--- src/rtl/lcd_unpacker.sv ---
// lcd_unpacker: pops 32-bit packed RGB words from a first-word-fall-through
// FIFO, unpacks each group of 3 words into 4 24-bit pixels and drives a
// parallel LCD with locally generated hsync/vsync/data-enable timing.
module lcd_unpacker #(
  parameter int H_ACTIVE = 800,
  parameter int H_FRONT  = 40,
  parameter int H_SYNC   = 48,
  parameter int H_BACK   = 88,
  parameter int V_ACTIVE = 480,
  parameter int V_FRONT  = 13,
  parameter int V_SYNC   = 3,
  parameter int V_BACK   = 32
) (
  input  logic        i_lcdClock,
  input  logic        i_reset,
  input  logic [31:0] i_fifoData,
  input  logic        i_fifoEmpty,
  output logic        o_fifoRead,
  output logic [23:0] o_lcdData,
  output logic        o_dataEnable,
  output logic        o_hSync,
  output logic        o_vSync,
  output logic        o_underflow
);

  localparam int H_TOTAL = H_ACTIVE + H_FRONT + H_SYNC + H_BACK;
  localparam int V_TOTAL = V_ACTIVE + V_FRONT + V_SYNC + V_BACK;
  // One extra count of headroom so the sync-window end fits even with no back porch.
  localparam int HW = $clog2(H_TOTAL + 1);
  localparam int VW = $clog2(V_TOTAL + 1);

  localparam logic [HW-1:0] H_LAST     = HW'(H_TOTAL - 1);
  localparam logic [HW-1:0] H_ACT_END  = HW'(H_ACTIVE);
  localparam logic [HW-1:0] HS_START   = HW'(H_ACTIVE + H_FRONT);
  localparam logic [HW-1:0] HS_END     = HW'(H_ACTIVE + H_FRONT + H_SYNC);
  localparam logic [VW-1:0] V_LAST     = VW'(V_TOTAL - 1);
  localparam logic [VW-1:0] V_ACT_END  = VW'(V_ACTIVE);
  localparam logic [VW-1:0] VS_START   = VW'(V_ACTIVE + V_FRONT);
  localparam logic [VW-1:0] VS_END     = VW'(V_ACTIVE + V_FRONT + V_SYNC);

  logic [HW-1:0] r_h_count;
  logic [VW-1:0] r_v_count;
  logic [1:0]    r_phase;
  logic [23:0]   r_carry;

  logic          w_active;
  logic          w_hsync_win;
  logic          w_vsync_win;
  logic          w_need_word;
  logic          w_starved;
  logic          w_pixel_ok;
  logic [23:0]   w_pixel;
  logic [23:0]   w_carry_next;

  assign w_active    = (r_h_count < H_ACT_END) && (r_v_count < V_ACT_END);
  assign w_hsync_win = (r_h_count >= HS_START) && (r_h_count < HS_END);
  assign w_vsync_win = (r_v_count >= VS_START) && (r_v_count < VS_END);

  // Phase 3 is served entirely from the carry, so it never touches the FIFO.
  assign w_need_word = (r_phase != 2'd3);
  assign w_starved   = w_active && w_need_word && i_fifoEmpty;
  assign w_pixel_ok  = w_active && !w_starved;
  assign o_fifoRead  = w_active && w_need_word && !i_fifoEmpty && !i_reset;

  // Select the pixel bytes for the current phase and the carry bytes left over.
  always_comb begin
    w_pixel      = r_carry;
    w_carry_next = r_carry;
    unique case (r_phase)
      2'd0: begin
        w_pixel      = i_fifoData[31:8];
        w_carry_next = {r_carry[23:8], i_fifoData[7:0]};
      end
      2'd1: begin
        w_pixel      = {r_carry[7:0], i_fifoData[31:16]};
        w_carry_next = {r_carry[23:16], i_fifoData[15:0]};
      end
      2'd2: begin
        w_pixel      = {r_carry[15:0], i_fifoData[31:24]};
        w_carry_next = i_fifoData[23:0];
      end
      default: begin
        w_pixel      = r_carry;
        w_carry_next = r_carry;
      end
    endcase
  end

  // Raster counters: hCount wraps each line, vCount steps on that wrap.
  always_ff @(posedge i_lcdClock) begin
    if (i_reset) begin
      r_h_count <= '0;
      r_v_count <= '0;
    end else if (r_h_count == H_LAST) begin
      r_h_count <= '0;
      r_v_count <= (r_v_count == V_LAST) ? '0 : r_v_count + 1'b1;
    end else begin
      r_h_count <= r_h_count + 1'b1;
    end
  end

  // Unpack phase and carry only move on a pixel actually produced; blanking
  // and starved cycles hold them, so word groups straddle lines and frames.
  always_ff @(posedge i_lcdClock) begin
    if (i_reset) begin
      r_phase <= 2'd0;
      r_carry <= '0;
    end else if (w_pixel_ok) begin
      r_phase <= r_phase + 2'd1;
      r_carry <= w_carry_next;
    end
  end

  // Registered panel outputs, one cycle behind the counter state.
  always_ff @(posedge i_lcdClock) begin
    if (i_reset) begin
      o_lcdData    <= '0;
      o_dataEnable <= 1'b0;
      o_hSync      <= 1'b1;
      o_vSync      <= 1'b1;
      o_underflow  <= 1'b0;
    end else begin
      o_lcdData    <= w_pixel_ok ? w_pixel : 24'h0;
      o_dataEnable <= w_active;
      o_hSync      <= !w_hsync_win;
      o_vSync      <= !w_vsync_win;
      if (w_starved) begin
        o_underflow <= 1'b1;
      end
    end
  end

endmodule
--- config.mk ---
export PLATFORM = sky130hd
export DESIGN_NAME = lcd_unpacker
export DESIGN_NICKNAME = d
export VERILOG_FILES = /design/src/rtl/lcd_unpacker.sv
export SDC_FILE = /design/constraint.sdc
export NUM_CORES = 1
export LEC_CHECK = 0
export BUFFER_PORTS_ARGS = -buffer_cell sky130_fd_sc_hd__buf_2
export CAP_MARGIN = 30
export CORE_ASPECT_RATIO = 0.6
export CORE_MARGIN = 5
export CORE_UTILIZATION = 35
export CTS_CLUSTER_DIAMETER = 80
export DETAILED_ROUTE_END_ITERATION = 8
export PLACE_DENSITY = 0.53
export SYNTH_ARGS = -nofsm -noshare
export SYNTH_HDL_FRONTEND = slang
export SYNTH_SLANG_ARGS = --single-unit
export TNS_END_PERCENT = 10
--- constraint.sdc ---
create_clock -name i_lcdClock -period 2.16 [get_ports i_lcdClock]
set_input_delay 0.432 -clock i_lcdClock [delete_from_list [all_inputs] [get_ports i_lcdClock]]
set_output_delay 0.432 -clock i_lcdClock [all_outputs]
set_load 0.05 [all_outputs]
* After elaboration in Yosys (flattened, before gate mapping)
Cells that the tools add are included.
Word-level totals: memories 0, output and inout port bits 29, register bits 74, word-level logic and storage cells 52, memory bits (writable) 0, input bits 35, latch bits 0, memory bits (read-only) 0
Cells by class: bitwise gates (word level) 3, shift-type cells 0, muxes and demuxes 3, div/mod/pow operators 0, magnitude comparators 6, reductions and logical operators 21, $mul 0, eq/ne operators 5, add/sub/neg operators 3
Operators with widths (count):
- $pmux 24 s3 | 2
- $add 10x1->10 const B | 2
- $eq 10x10->1 const B | 2
- $lt 10x10->1 const B | 2
- $lt 10x9->1 const B | 2
- $ge 10x10->1 const B | 1
- $ge 10x9->1 const B | 1
- $mux 10 | 1
- $logic_and 1x1->1 | 8
- $logic_not 1->1 | 5
- $reduce_and 4->1 | 1
- $reduce_or 2->1 | 2
- $not 1->1 | 3
- $reduce_and 3->1 | 1
- $reduce_bool 3->1 | 1
- $add 2x1->2 const B | 1
- $eq 2x1->1 const B | 1
- $eq 2x2->1 const B | 1
- $logic_not 2->1 | 1
- $ne 2x2->1 const B | 1
- $reduce_and 2->1 | 1
- $reduce_bool 2->1 | 1

* Longest topological paths before layout
Gate-level depths: netlist (run 1).
depth in word-level cells 8, gate-level depth with buffers 8

* Least setup slack after synthesis (run 1)
Ideal clock, no wire load.
kind register to output, from reg r_v_count[5], to out o_fifoRead, setup slack -679 ps, stages on the path, launching flop included 5, path buffers 1, data arrival time 2407 ps, cells stage by stage dfxtp_1 clkbuf_1 a41oi_1 nand2_1 nor4_1
Between the ends: word-level cells in the longest chain between the ends 5
Ends and longest elaborated chain:
- start: declaration | RTL line 42 | logic [VW-1:0] r_v_count;
- start signal: assignment | RTL line 96 | r_v_count <= (r_v_count == V_LAST) ? '0 : r_v_count + 1'b1;
- $lt 10x9->1 | RTL line 55 | assign w_active = (r_h_count < H_ACT_END) && (r_v_count < V_ACT_END);
- $logic_and 1x1->1 | RTL line 55
- $logic_and 1x1->1 (3 in series) | RTL line 63 | assign o_fifoRead = w_active && w_need_word && !i_fifoEmpty && !i_reset;
- end: declaration | RTL line 18 | output logic o_fifoRead,
No other way between the ends.

* Final worst setup path (run 1)
from reg r_h_count[7], to out o_fifoRead
Between the ends: word-level cells in the longest chain between the ends 5
Ends and longest elaborated chain:
- start: declaration | RTL line 41 | logic [HW-1:0] r_h_count;
- start signal: assignment | RTL line 98 | r_h_count <= r_h_count + 1'b1;
- $lt 10x10->1 | RTL line 55
- $logic_and 1x1->1 | RTL line 55
- $logic_and 1x1->1 (3 in series) | RTL line 63
No other way between the ends.

==> flow_summary.yaml, run 1 <==
clock_tree:
  clkTransAtPathRegs_ns: 0.06
  cts_buffer_depth: 2
  cts_max_level: 3
  numCtsBuffers: 9
  cts_tree: "done"
  clock-sinks: 74
  postCtsSetupRepairBufs: 0
  root_buffer: "clkbuf_16"
  insertion_delay_ns: 0.33
routing:
  viasPerCell: 5.03
  drc: 0
  wl_um: 9100
  dr.pass1.iters: 7
  drt_iter0_drc: 317
  antenna_left: 0
  vias: 2841
  wl_per_cell_um: 16.1
global_route:
  grt_util_met2_pct: 20.6
  busiest_layer: "met1"
  grtUsageMet3_pct: 5.57
  antenna_found_initial: 0
  grtUsageTotal_pct: 16.3
  grt_first_pass_wirelength_um: 14500
  met1_usage_pct: 25.5
  grt_pass1_vias: 2652
  grt_start_max_net_pins: 49
  grt.overflow.total: 0
floorplanning:
  die_w_um: 135
  initial_core_util_pct: 35.8
  die_area_mm2: 0.0115
  core_area_mm2: 0.00916
  rows: 27
  die_h_um: 85.0
  ios: 64
timing:
  post-route-worst-setup-slack_ns: 0.113
  hold_viol_final: 0
  fin_crit_ns: 2.05
  post-route-period-util_pct: 94.8
  grt_setup_unrepaired: "no"
  fmax_mhz: 488
  finalSetupViolations: 0
  slew_headroom_pct: 47.4
  drv_slew: 0
  clock-skew-final_ns: 0.00686
  worst_pin_slew_ns: 0.790
  finalSetupTns_ns: 0
synth:
  yosys-top-cells-area: "dfxtp_1 (45%), nor2_1 (11%), a222oi_1 (7.3%)"
  syn_area_per_cell_um2: 8.99
  synth-seq-cells: 74
  syn-cell-area_mm2: 0.00328
  syn_inst: 365
  synthFlopType: "dfxtp_1"
  yosysSeqAreaShare_pct: 45.1
  ys_types: 37
  synth_edf_count: 0
  synth.net_count: 410
  yosys.area.top_type: "dfxtp_1"
  ys_async_sr_fraction_pct: 0
  yosysWarnings: 0
  synth_top_area_share_pct: 45.1
run_status:
  status: "finished clean"
finish:
  drive_gt1_share_pct: 23.9
  n_antenna_cell: 0
  postLayoutCoreUtil_pct: 44.9
  syn_to_final_growth_pct: 25.2
  nets: 475
  filler_cell_count: 916
setup_path:
  start_kind: "flip-flop"
  crit_family: "flip-flops"
  path_max_fanout: 6
  crit_buf_inv: 1
  cp-end-kind: "output port"
  slowest_delay_ns: 0.40
  worstPathRequired_ns: 1.73
  crit_chain: "o311ai_2, nand2_2, nor4_4, buf_4"
  slowest_stage: "dfxtp_1"
  criticalPathCategory: "reg -> out"
  critPathArrivalTime_ns: 1.62
power:
  p_clk_share_pct: 41.6
  swShare_pct: 28.4
  cell_internal_pwr_mw: 2.53
  power_leakage_nw: 1.76
  seqPwrFrac_pct: 41.8
  combPwrFrac_pct: 16.7
  peakVddDrop_mv: 0.406
  p_sw_mw: 1.00
  pwr_density_cell_mw_per_mm2: 861
placement:
  routabilityCongestion: 0.827
  port_buffers: 63
  dp_hpwl_um: 6680
  pre_cts_ws_ns: 0.209
run:
  drv_cap: 0
hold_path:
  hp-class: "in -> reg"
==> flip-flops by register name, summed over array words and instances, names as in the netlist <==
name          flops
r_v_count        10
o_underflow       1
r_carry          24
r_phase           2
r_h_count        10
o_lcdData        24
o_vSync           1
o_hSync           1
o_dataEnable      1
==> Yosys cell counts (2+ instances only) <==
cell,n
nor2_1,94
a222oi_1,24
ha_1,10
or4b_1,2
nor3_1,4
nand2_1,10
a21oi_1,29
mux2i_1,24
nand4_1,4
buf_2,5
nor4_1,8
inv_1,8
xor2_1,2
nand2b_1,3
or4_1,3
dfxtp_1,74
clkbuf_1,19
o31ai_1,2
xnor2_1,12
nand3_1,11
==> per-stage QoR <==
step / power, mW / instance area [µm²] / hold slack (ns) / std cells
5_1_grt: 3.70 / 4110 / 0.350 / 565
2_1_floorplan: 1.91 / 3300 / 0.418 / 365
3_3_place_gp: 2.08 / 3800 / 0.434 / 549
3_5_place_dp: 2.09 / 3800 / 0.442 / 549
4_1_cts: 3.57 / 4100 / 0.328 / 565
6_report: 3.53 / 4110 / 0.340 / 565
==> final cells by class <==
cell class                 count  area (µm²)  area share [%]
timing repair buffer          78         443            10.8
tap                          130         163            3.96
inverter                       8        30.0           0.731
multi-input combinational    259        1690            41.2
clock buffer                  10         229            5.57
sequential                    74        1480            36.1
clock inverter                 6        67.6            1.64
==> cells in the final DEF (no fill, tap or decap), types with 2 or more instances in the layout <==
cell,count
nor2_1,94
dfxtp_1,74
buf_2,62
a21oi_1,29
mux2i_1,24
a222oi_1,24
buf_4,15
xnor2_1,12
nand3_1,11
nand2_1,9
ha_1,9
clkbuf_16,9
inv_1,8
nor4_1,7
clkinvlp_4,5
nand4_1,4
nor3_1,4
nand2b_1,3
or4_1,3
xor2_1,2
o31ai_1,2
or4b_1,2
==> routing by layer <==
layer	vias to the layer above	wire, µm
li1	1441	-
met1	1300	5050
met2	91	3330
met3	9	620
met4	0	93
met5	-	0
==> power groups by stage <==
stage               combinational (mW)  sequential [mW]  clock (mW)
floorplan                        0.298             1.61           0
global placement                 0.579             1.50           0
detailed placement               0.580             1.51           0
CTS                              0.585             1.48        1.51
global route                     0.640             1.49        1.58
finish                           0.589             1.48        1.47
==> worst paths after layout <==
| path | from | slack (ns) | end | depth (start not counted) |
|---|---|---|---|---|
| setup / recovery | r_h_count[7] | 0.11 | o_fifoRead | 4 |
| hold / removal | i_fifoData[7] | 0.34 | r_carry[7] | 3 |
| setup reg to reg | r_phase[0] | 0.26 | o_lcdData[19] | 6 |
| hold reg to reg | r_h_count[0] | 0.45 | r_h_count[0] | 1 |
==> worst register-to-register path, delay by kind of cell (launching register included) <==
| family | cells | cell delay, ns |
|---|---|---|
| buffers and inverters | 1 | 0.13 |
| flip-flops | 1 | 0.39 |
| AO/OA/AOI/OAI | 2 | 0.66 |
| adder cells (fa/ha/maj) | 1 | 0.48 |
| AND/OR/NAND/NOR | 2 | 0.12 |
==> cells by family (layout without fill, tap and decap cells) <==
group                    Yosys count  in the layout  synth area share (%)
flip-flops                        74             74                  45.1
buffers and inverters             32            102                  3.85
AND/OR/NAND/NOR                  150            150                  22.0
multiplexers                      24             24                  7.32
XOR/XNOR                          14             14                  3.74
adder cells (fa/ha/maj)           10             10                  3.81
AO/OA/AOI/OAI                     61             61                  14.1
==> timing repair <==
item | in CTS | in global routing
hold buffers | 0 | 0
gates resized for setup | 1 | 2
endpoints found under the setup margin | 1 | 2
Note: power is estimated with default switching activity, not from simulation.
==> inputs of run 2 (changes only) <==
Settings changed: CORE_MARGIN 5 to 3, PLACE_DENSITY 0.53 to 0.59.
==> flow_summary.yaml, run 2 (synthesized netlist as in run 1, its figures left out) <==
floorplanning:
  die_w_um: 131
  rows: 26
  die_area_mm2: 0.0106
  core_area_mm2: 0.00882
  die_h_um: 81.0
  ios: 64
  initial_core_util_pct: 37.2
placement:
  dp_hpwl_um: 6490
  routabilityCongestion: 0.915
  port_buffers: 63
  pre_cts_ws_ns: 0.301
  place_inst: 543
global_route:
  grt_start_max_net_pins: 49
  grt.overflow.total: 0
  grtUsageTotal_pct: 17.2
  grt_pass1_vias: 2561
  antenna_found_initial: 0
  grt_first_pass_wirelength_um: 13700
finish:
  regArea_mm2: 0.00148
  multi_input_area_mm2: 0.00170
  postLayoutCoreUtil_pct: 46.5
  filler_cell_count: 850
  n_antenna_cell: 0
  nets: 473
  drive_gt1_share_pct: 22.6
  mostFrequentLayoutCells: "nor2_1 (94), dfxtp_1 (74), buf_2 (62), a21oi_1 (29)"
  layoutNonFillerInstCount: 559
  layout_commonest_cell: "nor2_1"
  syn_to_final_growth_pct: 24.9
  top_regs: "o_lcdData (24), r_carry (24)"
routing:
  drt_iter0_drc: 412
  highest_layer: "met4"
  drc: 10
  viasPerCell: 5.26
  antenna_left: 0
  route.met2.wl_um: 3360
  wl_per_cell_um: 15.9
  vias: 2943
  wl_met3_um: 869
  dr.pass1.iters: 9
  wl_met1_um: 4550
  wl_um: 8910
setup_path:
  start_kind: "flip-flop"
  rrSetupSlack_ns: 0.27
  criticalPathCategory: "reg -> out"
  worst-r2r-cell-count: 7
  slowest_stage: "dfxtp_1"
  crit_family: "flip-flops"
  slowest_delay_ns: 0.40
  crit_chain: "o311ai_4, nand2_2, nor4_4, buf_4"
  worstPathRequired_ns: 1.73
  crit_buf_inv: 1
  worstReg2RegStart: "r_phase[0]"
  path_max_fanout: 6
  cp-end-kind: "output port"
  critPathArrivalTime_ns: 1.59
  r2r_end: "o_lcdData[22]"
run_status:
  violations: "DRC"
  status: "complete, but fails checks"
power:
  pwr_density_cell_mw_per_mm2: 891
  total_power_mw: 3.65
  power_leakage_nw: 1.77
  peakVddDrop_mv: 0.432
timing:
  drv_slew: 0
  fmax_mhz: 494
  finalSetupTns_ns: 0
  finalSetupViolations: 0
  worst_pin_slew_ns: 0.830
  hold_viol_final: 0
  post-route-period-util_pct: 93.8
  slew_headroom_pct: 44.6
  fin_crit_ns: 2.03
  grt_setup_unrepaired: "no"
  clock-skew-final_ns: 0.00691
  post-route-worst-setup-slack_ns: 0.134
hold_path:
  worstHoldStart: "i_fifoData[2]"
  hp-class: "in -> reg"
  hold_path_depth: 3
  holdPathEnd: "r_carry[2]"
clock_tree:
  cts_max_level: 3
  postCtsSetupRepairBufs: 0
  numCtsBuffers: 9
  root_buffer: "clkbuf_16"
  clock-sinks: 74
  insertion_delay_ns: 0.34
  cts_buffer_depth: 2
  clkTransAtPathRegs_ns: 0.05
  cts_tree: "done"
run:
  drv_cap: 0
[run 2: cell types whose count changed in the layout (fill, tap and decap cells not counted), sizes merged]
cell | previous run | this run
clkinvlp | 5 | 0
buf | 78 | 76
bufinv | 1 | 2
clkbuf | 10 | 14
[run 2: what timing repair did]
action                                 4_1_cts  5_1_grt
hold buffers                                 0        0
endpoints found under the hold margin        0        0
gates resized for setup                      1        2
setup endpoints to repair                    1        1
cloned                                       0        0
[run 2: cell type report]
type | instances | area share [%]
clock buffers | 14 | 6.19
clock inverters | 2 | 1.46
flip-flops and latches | 74 | 36.1
well taps | 126 | 3.84
inverters | 8 | 0.732
repair buffers | 76 | 10.1
multi-input cells | 259 | 41.5
[run 2: per-layer routing]
layer  vias to the layer above  global-route usage [%]
met5                         -                       0
met4                         0                    6.06
met3                        13                    6.96
met2                       144                    20.8
met1                      1350                    26.4
li1                       1436                       -
[run 2: worst register-to-register path: stages (launching register included)]
cell and delay (ns):
dfxtp_1 0.38, inv_1 0.12, ha_1 0.31, buf_4 0.24
a222oi_1 0.47, nor2_1 0.07, a21oi_1 0.12, nor2_1 0.05
[run 2: where the power goes]
part	total, mW	internal, mW	leakage (nW)	switching (mW)
registers	1.48	1.43	0.603	0.0428
logic	0.588	0.205	1.02	0.383
clock network	1.59	1.04	0.151	0.544
[run 2: how the worst max path moves through the flow]
stage | startpoint | to | slack (ns) | cells after the start
4_1_cts | r_h_count[7] | o_fifoRead | 0.02 | 4
5_1_grt | r_h_count[7] | o_fifoRead | 0.04 | 4
6_report | r_h_count[7] | o_fifoRead | 0.13 | 4
2_1_floorplan | r_v_count[5] | o_fifoRead | 0.19 | 4
3_3_place_gp | r_phase[1] | o_lcdData[8] | 0.32 | 7
3_5_place_dp | r_h_count[0] | r_v_count[8] | 0.30 | 5
[run 2: per-stage QoR]
step           hold slack (ns)  area, µm²
2_1_floorplan            0.418       3300
3_3_place_gp             0.432       3770
3_5_place_dp             0.452       3770
4_1_cts                  0.320       4090
5_1_grt                  0.334       4100
6_report                 0.329       4100
